===== src/rtl/gray_fifo_pkg.sv =====
// Shared types, sizes and helpers for the offset-Gray FIFO controller.
package gray_fifo_pkg;

   localparam int DEPTH = 16;
   localparam int PTR_W = 4;

   typedef logic [PTR_W-1:0] ptr_t;
   typedef logic [PTR_W:0]   occ_t;

   function automatic ptr_t gray_of(input ptr_t n);
      return n ^ (n >> 1);
   endfunction

   // Bitwise two-of-three majority.
   function automatic ptr_t maj3(input ptr_t a, input ptr_t b, input ptr_t c);
      return (a & b) | (a & c) | (b & c);
   endfunction

endpackage


===== src/rtl/gray_fifo_ctrl_gray_ptr.sv =====
// Binary pointer with registered offset-Gray address; TMR=1 keeps three
// independent counter copies and votes both the binary and Gray views.
module gray_ptr
   import gray_fifo_pkg::*;
#(
   parameter int TMR = 0
) (
   input  logic CLK,
   input  logic RST,
   input  logic CE,
   output ptr_t BIN,
   output ptr_t GRAY
);

   localparam int NCP = (TMR != 0) ? 3 : 1;

   logic [NCP-1:0][PTR_W-1:0] bin_q, bin_d, gray_n;
   ptr_t gray_q, gray_d;

   // Each copy owns its increment and Gray LUT so a single upset stays local.
   always_comb begin
      for (int i = 0; i < NCP; i++) begin
         bin_d[i]  = bin_q[i] + {{(PTR_W-1){1'b0}}, CE};
         gray_n[i] = gray_of(bin_d[i]);
      end
   end

   generate
      if (NCP == 3) begin : g_tmr
         always_comb begin
            gray_d = maj3(gray_n[0], gray_n[1], gray_n[2]);
            BIN    = maj3(bin_q[0], bin_q[1], bin_q[2]);
         end
      end else begin : g_single
         always_comb begin
            gray_d = gray_n[0];
            BIN    = bin_q[0];
         end
      end
   endgenerate

   always_ff @(posedge CLK) begin
      if (!RST) begin
         bin_q  <= '0;
         gray_q <= '0;
      end else begin
         bin_q  <= bin_d;
         gray_q <= gray_d;
      end
   end

   assign GRAY = gray_q;

endmodule


===== src/rtl/gray_fifo_ctrl.sv =====
// 16-entry FIFO controller with offset-Gray RAM addresses and registered flags.
// Optional GRAY_FIFO_ERRCNT_EN adds a saturating OVF/UNF event counter.
module gray_fifo_ctrl
   import gray_fifo_pkg::*;
#(
   parameter int TMR       = 0,
   parameter int AFULL_THR = 12
) (
   input  logic       CLK,
   input  logic       RST,
   input  logic       WE,
   input  logic       RE,
   output logic       RAM_WE,
   output logic [3:0] WADDR,
   output logic [3:0] RADDR,
   output logic       RD_VALID,
   output logic       EMPTY,
   output logic       FULL,
   output logic       AFULL,
   output logic [4:0] COUNT,
   output logic       OVF,
`ifdef GRAY_FIFO_ERRCNT_EN
   input  logic       ERRCLR,
   output logic [7:0] ERRCNT,
`endif
   output logic       UNF
);

   ptr_t wbin, rbin;
   logic wr_ok, rd_ok;
   occ_t occ_cur, count_d;
   logic full_q, full_d, empty_q, empty_d, afull_q, afull_d;
   logic ovf_q, ovf_d, unf_q, unf_d, rd_valid_q, rd_valid_d;
   logic wlap_q, wlap_d, rlap_q, rlap_d;

   gray_ptr #(.TMR(TMR)) u_wptr (
      .CLK (CLK),
      .RST (RST),
      .CE  (wr_ok),
      .BIN (wbin),
      .GRAY(WADDR)
   );

   gray_ptr #(.TMR(TMR)) u_rptr (
      .CLK (CLK),
      .RST (RST),
      .CE  (rd_ok),
      .BIN (rbin),
      .GRAY(RADDR)
   );

   // Lap bits extend the voted pointers to 5 bits so 0 and 16 differ.
   always_comb begin
      wr_ok   = WE & ~full_q & RST;
      rd_ok   = RE & ~empty_q & RST;
      occ_cur = {wlap_q, wbin} - {rlap_q, rbin};

      count_d = occ_cur;
      if (wr_ok && !rd_ok)      count_d = occ_cur + occ_t'(1);
      else if (rd_ok && !wr_ok) count_d = occ_cur - occ_t'(1);

      full_d     = (count_d == occ_t'(DEPTH));
      empty_d    = (count_d == '0);
      afull_d    = (count_d >= occ_t'(AFULL_THR));
      wlap_d     = wlap_q ^ (wr_ok & (wbin == ptr_t'(DEPTH-1)));
      rlap_d     = rlap_q ^ (rd_ok & (rbin == ptr_t'(DEPTH-1)));
      ovf_d      = WE & full_q;
      unf_d      = RE & empty_q;
      rd_valid_d = rd_ok;
   end

   always_ff @(posedge CLK) begin
      if (!RST) begin
         full_q     <= 1'b0;
         empty_q    <= 1'b1;
         afull_q    <= 1'b0;
         wlap_q     <= 1'b0;
         rlap_q     <= 1'b0;
         ovf_q      <= 1'b0;
         unf_q      <= 1'b0;
         rd_valid_q <= 1'b0;
      end else begin
         full_q     <= full_d;
         empty_q    <= empty_d;
         afull_q    <= afull_d;
         wlap_q     <= wlap_d;
         rlap_q     <= rlap_d;
         ovf_q      <= ovf_d;
         unf_q      <= unf_d;
         rd_valid_q <= rd_valid_d;
      end
   end

`ifdef GRAY_FIFO_ERRCNT_EN
   logic [7:0] errcnt_q, errcnt_d;

   // Clear beats a same-cycle increment; counting stops at 255.
   always_comb begin
      errcnt_d = errcnt_q;
      if (ERRCLR)                                errcnt_d = '0;
      else if ((ovf_q || unf_q) && errcnt_q != 8'hFF) errcnt_d = errcnt_q + 8'd1;
   end

   always_ff @(posedge CLK) begin
      if (!RST) errcnt_q <= '0;
      else      errcnt_q <= errcnt_d;
   end

   assign ERRCNT = errcnt_q;
`endif

   assign RAM_WE   = wr_ok;
   assign RD_VALID = rd_valid_q;
   assign EMPTY    = empty_q;
   assign FULL     = full_q;
   assign AFULL    = afull_q;
   assign COUNT    = occ_cur;
   assign OVF      = ovf_q;
   assign UNF      = unf_q;

endmodule


===== config.mk =====
export PLATFORM = sky130hd
export DESIGN_NAME = gray_fifo_ctrl
export DESIGN_NICKNAME = d
export VERILOG_FILES = /design/src/rtl/gray_fifo_pkg.sv /design/src/rtl/gray_fifo_ctrl_gray_ptr.sv /design/src/rtl/gray_fifo_ctrl.sv
export SDC_FILE = /design/constraint.sdc
export NUM_CORES = 1
export LEC_CHECK = 0
export BUFFER_PORTS_ARGS = -buffer_cell sky130_fd_sc_hd__buf_2
export CORE_MARGIN = 1
export CORE_UTILIZATION = 30
export CTS_CLUSTER_DIAMETER = 150
export DETAILED_ROUTE_END_ITERATION = 8
export PLACE_DENSITY = 0.54
export SLEW_MARGIN = 20
export SYNTH_ARGS = -nofsm -noshare
export SYNTH_HDL_FRONTEND = slang
export SYNTH_SLANG_ARGS = --single-unit

===== constraint.sdc =====
create_clock -name CLK -period 6.2 [get_ports CLK]
set_input_delay 0.62 -clock CLK [delete_from_list [all_inputs] [get_ports CLK]]
set_output_delay 0.62 -clock CLK [all_outputs]
set_load 0.02 [all_outputs]

==> flow_summary.ini, run 1 <==
[pwr]
power_leakage_nw = 0.730
vdd.ir_drop.worst_mv = 0.130
power.total_w = 0.000361
switching_share_pct = 26.8
power.switching_w = 0.0000966
share_of_power_burned_in_registers_pct = 42.3
pwr_density_cell_nw_per_um2 = 251
clkPwrFrac_pct = 37.0
power_frac_comb_pct = 20.7
internal_power_w = 0.000264

[sta]
clock-skew-final_ns = 0.00131
max_clock_freq_mhz = 372
worst-slew-pin-transition_ns = 0.379
period_share_pct = 43.3
finalSetupTns_ns = 0
slew_violations = 0
grt_setup_unrepaired = false
max_slew_margin_pct = 74.5
period_needed_ns = 2.69
finalSetupViolations = 0
setup_ws_ns = 3.51
hold_viol = 0

[finish]
n_fill_cell = 400
drive_above_1_share_pct = 25.0
antennaDiodeCount = 0
multiInputGateArea_sq_um = 713
sequential_cell_area_in_the_final_layout_sq_um = 440
post-route-cell-area_sq_um = 1440
finalNetCount = 164
final_util_pct = 38.1
layout-area-overhead-vs-synth_pct = 18.5

[place]
detailed_place.area_sq_um = 1370
post_dp_hpwl_mm = 1.78
place_ws_ns = 3.77
routabilityCongestion = 0.827
place.port_buffers = 23

[worst_setup_path]
critical_path.startpoint = u_rptr.BIN[0]
worst-r2r-cell-count = 10
required_ns = 5.58
ff2ff_setup_slack_ns = 3.85
critPathLaunchType = flop
critPathCaptureType = primary output
worst_path_fanout_max = 3
critical_path_class = flop to primary output
timing.critical_path.arrival_ns = 2.07
regToRegStartpoint = u_rptr.BIN[0]
r2r_path_end = FULL
worstSetupEndpoint = COUNT[4]

[clocking]
tritoncts_num_sinks = 22
numCtsBuffers = 3
cts_setup_buffers = 0
cts_tree = done
cts.htree.levels = 1
worstSkewPairLatency_ns = 0.26
clk_pin_slew_worst_paths_ns = 0.08
ctsHoldBuffers = 0
post_cts_resized = 0
max-clock-path-buffers = 2
clock-root-buffer = sky130_fd_sc_hd__clkbuf_8

[synthesis]
synth_top_flop_cell = sky130_fd_sc_hd__dfxtp_1
yosysTopAreaCell = sky130_fd_sc_hd__dfxtp_1
synth_seq_area_share_pct = 36.3
synth_edf_count = 0
postSynthNetCount = 140
post-synth-top-count-cell = sky130_fd_sc_hd__dfxtp_1
synth.top_cell.area_share_pct = 36.3
async_flop_share_pct = 0
synth.area.top_cells = sky130_fd_sc_hd__dfxtp_1, sky130_fd_sc_hd__ha_1, sky130_fd_sc_hd__and2_1
synth_seq_cells = 22
postSynthAreaPerCell_sq_um = 9.71
synth-warning-count = 0
most_frequent_cells_after_synthesis = sky130_fd_sc_hd__dfxtp_1, sky130_fd_sc_hd__and2_1, sky130_fd_sc_hd__ha_1, sky130_fd_sc_hd__xor2_1, sky130_fd_sc_hd__inv_1
yosys.cell_types.count = 33
synthesized_netlist_cell_count = 125
synth_area_sq_um = 1210

[global_route]
global_route.usage.total_pct = 12.0
grt_overflow_total = 0
grt_first_pass_wirelength_mm = 3.97
number_of_antenna_violations_at_the_first_check_in_global_routing = 0
maximum_number_of_pins_on_one_net_before_global_route_repair = 24
first_global_vias = 913

[die]
dieArea_sq_um = 4300
core_area_sq_um = 3770
starting_density_of_the_core_pct = 32.2
floorplan_die_height_um = 65.6
io-pin-count = 24
num_rows = 22
die_width_um = 65.6

[drt]
drt.antenna.violating_nets = 0
routed_wl_mm = 2.23
drt_first_pass_iters = 4
dr.first_iter.drc_count = 19
via_per_inst = 4.63
remaining_drc_errors = 0
routed-via-count = 907
route.detailed.wl_per_inst_um = 11.4

[outcome]
outcome = finished clean

[min_path]
whs_path_depth = 2
worstHoldPathType = flop to flop

[flow_run]
max_cap_viol_count = 0
[placed cells by master (no fill, tap or decap), drive strengths merged, types with 2 or more instances in the layout]
cell type	synthesis	layout
buf	2	23
dfxtp	22	22
and2	13	13
xor2	12	12
ha	10	10
inv	10	10
nand3	7	7
nand2	6	6
xnor2	5	5
a21oi	4	4
o21ai	3	3
nand4	3	3
and3	3	3
clkbuf	2	3
nand3b	3	3
and3b	2	2
nand2b	2	2
nor2b	2	2
o41ai	2	2
or3	2	2
a21boi	2	2
nor2	2	2
[metrics by stage]
step           hold WS (ns)  cells
3_3_place_gp          0.498    192
6_report              0.513    196
2_1_floorplan         0.477    125
4_1_cts               0.520    196
5_1_grt               0.542    196
3_5_place_dp          0.508    192
[worst min path at each step]
stage	start	endpoint	slack, ns
after floorplan	rlap_q	rlap_q	0.48
after CTS	wlap_q	wlap_q	0.52
after global routing	EMPTY	UNF	0.54
final	wlap_q	wlap_q	0.51
after global placement	wlap_q	wlap_q	0.50
after detailed placement	wlap_q	wlap_q	0.51
[final cells by class]
cell class	count	area share, %
clock buffers	3	2.87
clock inverters	1	2.09
inverters	10	2.61
multi-input cells	89	49.6
flip-flops and latches	22	30.6
well taps	48	4.18
repair buffers	23	8.01
[critical path, cell delays in order (launching register included)]
cell and delay (ns):
sky130_fd_sc_hd__dfxtp_1 0.37, sky130_fd_sc_hd__ha_1 0.17, sky130_fd_sc_hd__inv_1 0.05, sky130_fd_sc_hd__fa_1 0.42, sky130_fd_sc_hd__a21o_1 0.20, sky130_fd_sc_hd__a21oi_1 0.24
sky130_fd_sc_hd__xnor2_2 0.16, sky130_fd_sc_hd__buf_2 0.19
[cells by family after synthesis]
logic type	synth area share (%)
compound gates	8.76
buf+inv	4.95
flops	36.3
fa+ha+maj	12.0
xor+xnor	14.7
mux	0.825
simple gates	22.5
[sequential cells by signal (all words and copies together) (netlist names)]
name / flops
u_wptr.BIN: 3
EMPTY: 1
FULL: 1
rlap_q: 1
u_wptr.GRAY: 4
OVF: 1
UNF: 1
RD_VALID: 1
wlap_q: 1
AFULL: 1
u_rptr.GRAY: 4
u_rptr.BIN: 3
[power groups by stage]
stage | clock (W) | combinational [W] | sequential [W]
floorplan | 0 | 0.0000485 | 0.000163
global placement | 0 | 0.0000736 | 0.000156
detailed placement | 0 | 0.0000755 | 0.000156
CTS | 0.000137 | 0.0000758 | 0.000153
global route | 0.000143 | 0.0000827 | 0.000154
finish | 0.000133 | 0.0000748 | 0.000153
[routing by layer]
layer,vias to the layer above,track usage [%],part of all wire (%)
met2,20,21.5,51
met4,0,1.63,0
li1,461,-,-
met3,0,3.65,4.1
met5,-,0,0
met1,426,14.2,45
Note: power is estimated with default switching activity, not from simulation.
==> run 2: changes to the inputs <==
==> constraint.sdc (replaced) <==
create_clock -name CLK -period 2.7 [get_ports CLK]
set_input_delay 0.27 -clock CLK [delete_from_list [all_inputs] [get_ports CLK]]
set_output_delay 0.27 -clock CLK [all_outputs]
set_load 0.02 [all_outputs]
==> run 2 against run 1 <==
- clock skew is 0.0022 ns higher
- die area did not move
- count of clock-buffer cells in the layout rose by 1
- register-to-register slack lost 3.5 ns
- critical path depth is 3 higher
- highest routed layer unchanged
==> flow_summary.ini, run 2 (synthesized netlist as in run 1, its figures left out) <==
[outcome]
outcome = finished clean

[pwr]
pwr_density_cell_nw_per_um2 = 536
vdd.ir_drop.worst_mv = 0.300
clkPwrFrac_pct = 31.3
power.total_w = 0.000763
power.switching_w = 0.000224
switching_share_pct = 29.3
power_leakage_nw = 0.723
share_of_power_burned_in_registers_pct = 45.9
internal_power_w = 0.000539
power_frac_comb_pct = 22.7

[finish]
final_util_pct = 37.7
layout.cells.most_common_list = sky130_fd_sc_hd__buf_2, sky130_fd_sc_hd__dfxtp_1, sky130_fd_sc_hd__and2_1, sky130_fd_sc_hd__ha_1, sky130_fd_sc_hd__xor2_1
sequential_cell_area_in_the_final_layout_sq_um = 440
layout.cells.most_common = sky130_fd_sc_hd__buf_2
finalNetCount = 164
antennaDiodeCount = 0
layout-area-overhead-vs-synth_pct = 17.1
drive_above_1_share_pct = 25.0
multiInputGateArea_sq_um = 713
n_fill_cell = 370
post-route-cell-area_sq_um = 1420

[clocking]
post_cts_resized = 0
worstSkewPairLatency_ns = 0.26
clock-root-buffer = sky130_fd_sc_hd__clkbuf_8
cts_setup_buffers = 0
clk_pin_slew_worst_paths_ns = 0.08
cts.htree.levels = 1
cts_tree = done
max-clock-path-buffers = 2
tritoncts_num_sinks = 22
numCtsBuffers = 3
ctsHoldBuffers = 0

[sta]
worst-slew-pin-transition_ns = 0.389
slew_violations = 0
finalSetupViolations = 0
max_slew_margin_pct = 73.8
finalSetupTns_ns = 0
grt_setup_unrepaired = false
max_clock_freq_mhz = 417
hold_viol = 0
period_needed_ns = 2.40
clock-skew-final_ns = 0.00351
period_share_pct = 88.8

[global_route]
global_route.usage.total_pct = 11.9
number_of_antenna_violations_at_the_first_check_in_global_routing = 0
first_global_vias = 852
grt_first_pass_wirelength_mm = 3.93
grt_overflow_total = 0
maximum_number_of_pins_on_one_net_before_global_route_repair = 24

[worst_setup_path]
required_ns = 2.86
critPathLaunchType = flop
critPathCaptureType = flop
critical_path_class = flop to flop
worst_path_fanout_max = 6
timing.critical_path.arrival_ns = 2.56

[place]
post_dp_hpwl_mm = 1.78
detailed_place.area_sq_um = 1370
routabilityCongestion = 0.762
place.port_buffers = 23

[die]
io-pin-count = 24
num_rows = 22
dieArea_sq_um = 4300
core_area_sq_um = 3770
die_width_um = 65.6
floorplan_die_height_um = 65.6
starting_density_of_the_core_pct = 32.2

[drt]
routed_wl_mm = 2.26
routed-via-count = 910
route.detailed.wl_per_inst_um = 11.5
dr.first_iter.drc_count = 48
via_per_inst = 4.64
drt.antenna.violating_nets = 0
drt_first_pass_iters = 4
remaining_drc_errors = 0

[flow_run]
max_cap_viol_count = 0

[min_path]
worstHoldPathType = input pin to flop
-- run 2: changes by cell type in the layout (fill, tap and decap cells not counted) --
| cell | before | now |
|---|---|---|
| sky130_fd_sc_hd__bufinv_16 | 1 | 0 |
| sky130_fd_sc_hd__clkbuf_8 | 3 | 4 |
-- run 2: metrics by stage --
step | hold slack (ns) | setup WS [ns] | instances
5_1_grt | 0.278 | 0.111 | 196
2_1_floorplan | 0.423 | 0.429 | 125
4_1_cts | 0.274 | 0.311 | 196
3_3_place_gp | 0.493 | 0.432 | 192
3_5_place_dp | 0.508 | 0.324 | 192
6_report | 0.274 | 0.304 | 196
-- run 2: power by group through the flow --
stage	logic, W	clock network (W)	registers (W)
2_1_floorplan	0.000111	0	0.000373
3_3_place_gp	0.000169	0	0.000358
3_5_place_dp	0.000174	0	0.000358
4_1_cts	0.000175	0.000246	0.000351
5_1_grt	0.000189	0.000263	0.000353
6_report	0.000173	0.000239	0.000350
-- run 2: worst paths after layout --
check | cells after the start | slack [ns] | end | from
setup / recovery | 10 | 0.30 | FULL | u_rptr.BIN[0]
hold / removal | 2 | 0.27 | UNF | RE
setup reg to reg | 10 | 0.30 | FULL | u_rptr.BIN[0]
hold reg to reg | 2 | 0.51 | wlap_q | wlap_q
-- run 2: area by class of cell --
type	count	area share, %
timing repair buffer	23	8.10
tap	48	4.23
clock buffer	4	3.87
sequential	22	31.0
multi-input combinational	89	50.2
inverter	10	2.64
-- run 2: metal layers --
| layer | global-route usage, % | wire length (um) | part of all wire (%) | vias to the layer above |
|---|---|---|---|---|
| li1 | - | - | - | 461 |
| met5 | 0 | 0 | 0 | - |
| met4 | 2.45 | 0 | 0 | 0 |
| met1 | 13.6 | 983 | 43 | 429 |
| met2 | 21.1 | 1140 | 50 | 20 |
| met3 | 4.34 | 136 | 6.0 | 0 |
-- run 2: critical path: stages (launching register included) --
cell,delay [ns]
sky130_fd_sc_hd__dfxtp_1,0.37
sky130_fd_sc_hd__ha_1,0.17
sky130_fd_sc_hd__inv_1,0.05
sky130_fd_sc_hd__fa_1,0.61
sky130_fd_sc_hd__inv_1,0.08
sky130_fd_sc_hd__ha_1,0.29
sky130_fd_sc_hd__nand3_1,0.07
sky130_fd_sc_hd__o21ai_0,0.08
sky130_fd_sc_hd__a32oi_1,0.29
sky130_fd_sc_hd__nor3_1,0.10
sky130_fd_sc_hd__and3_1,0.19
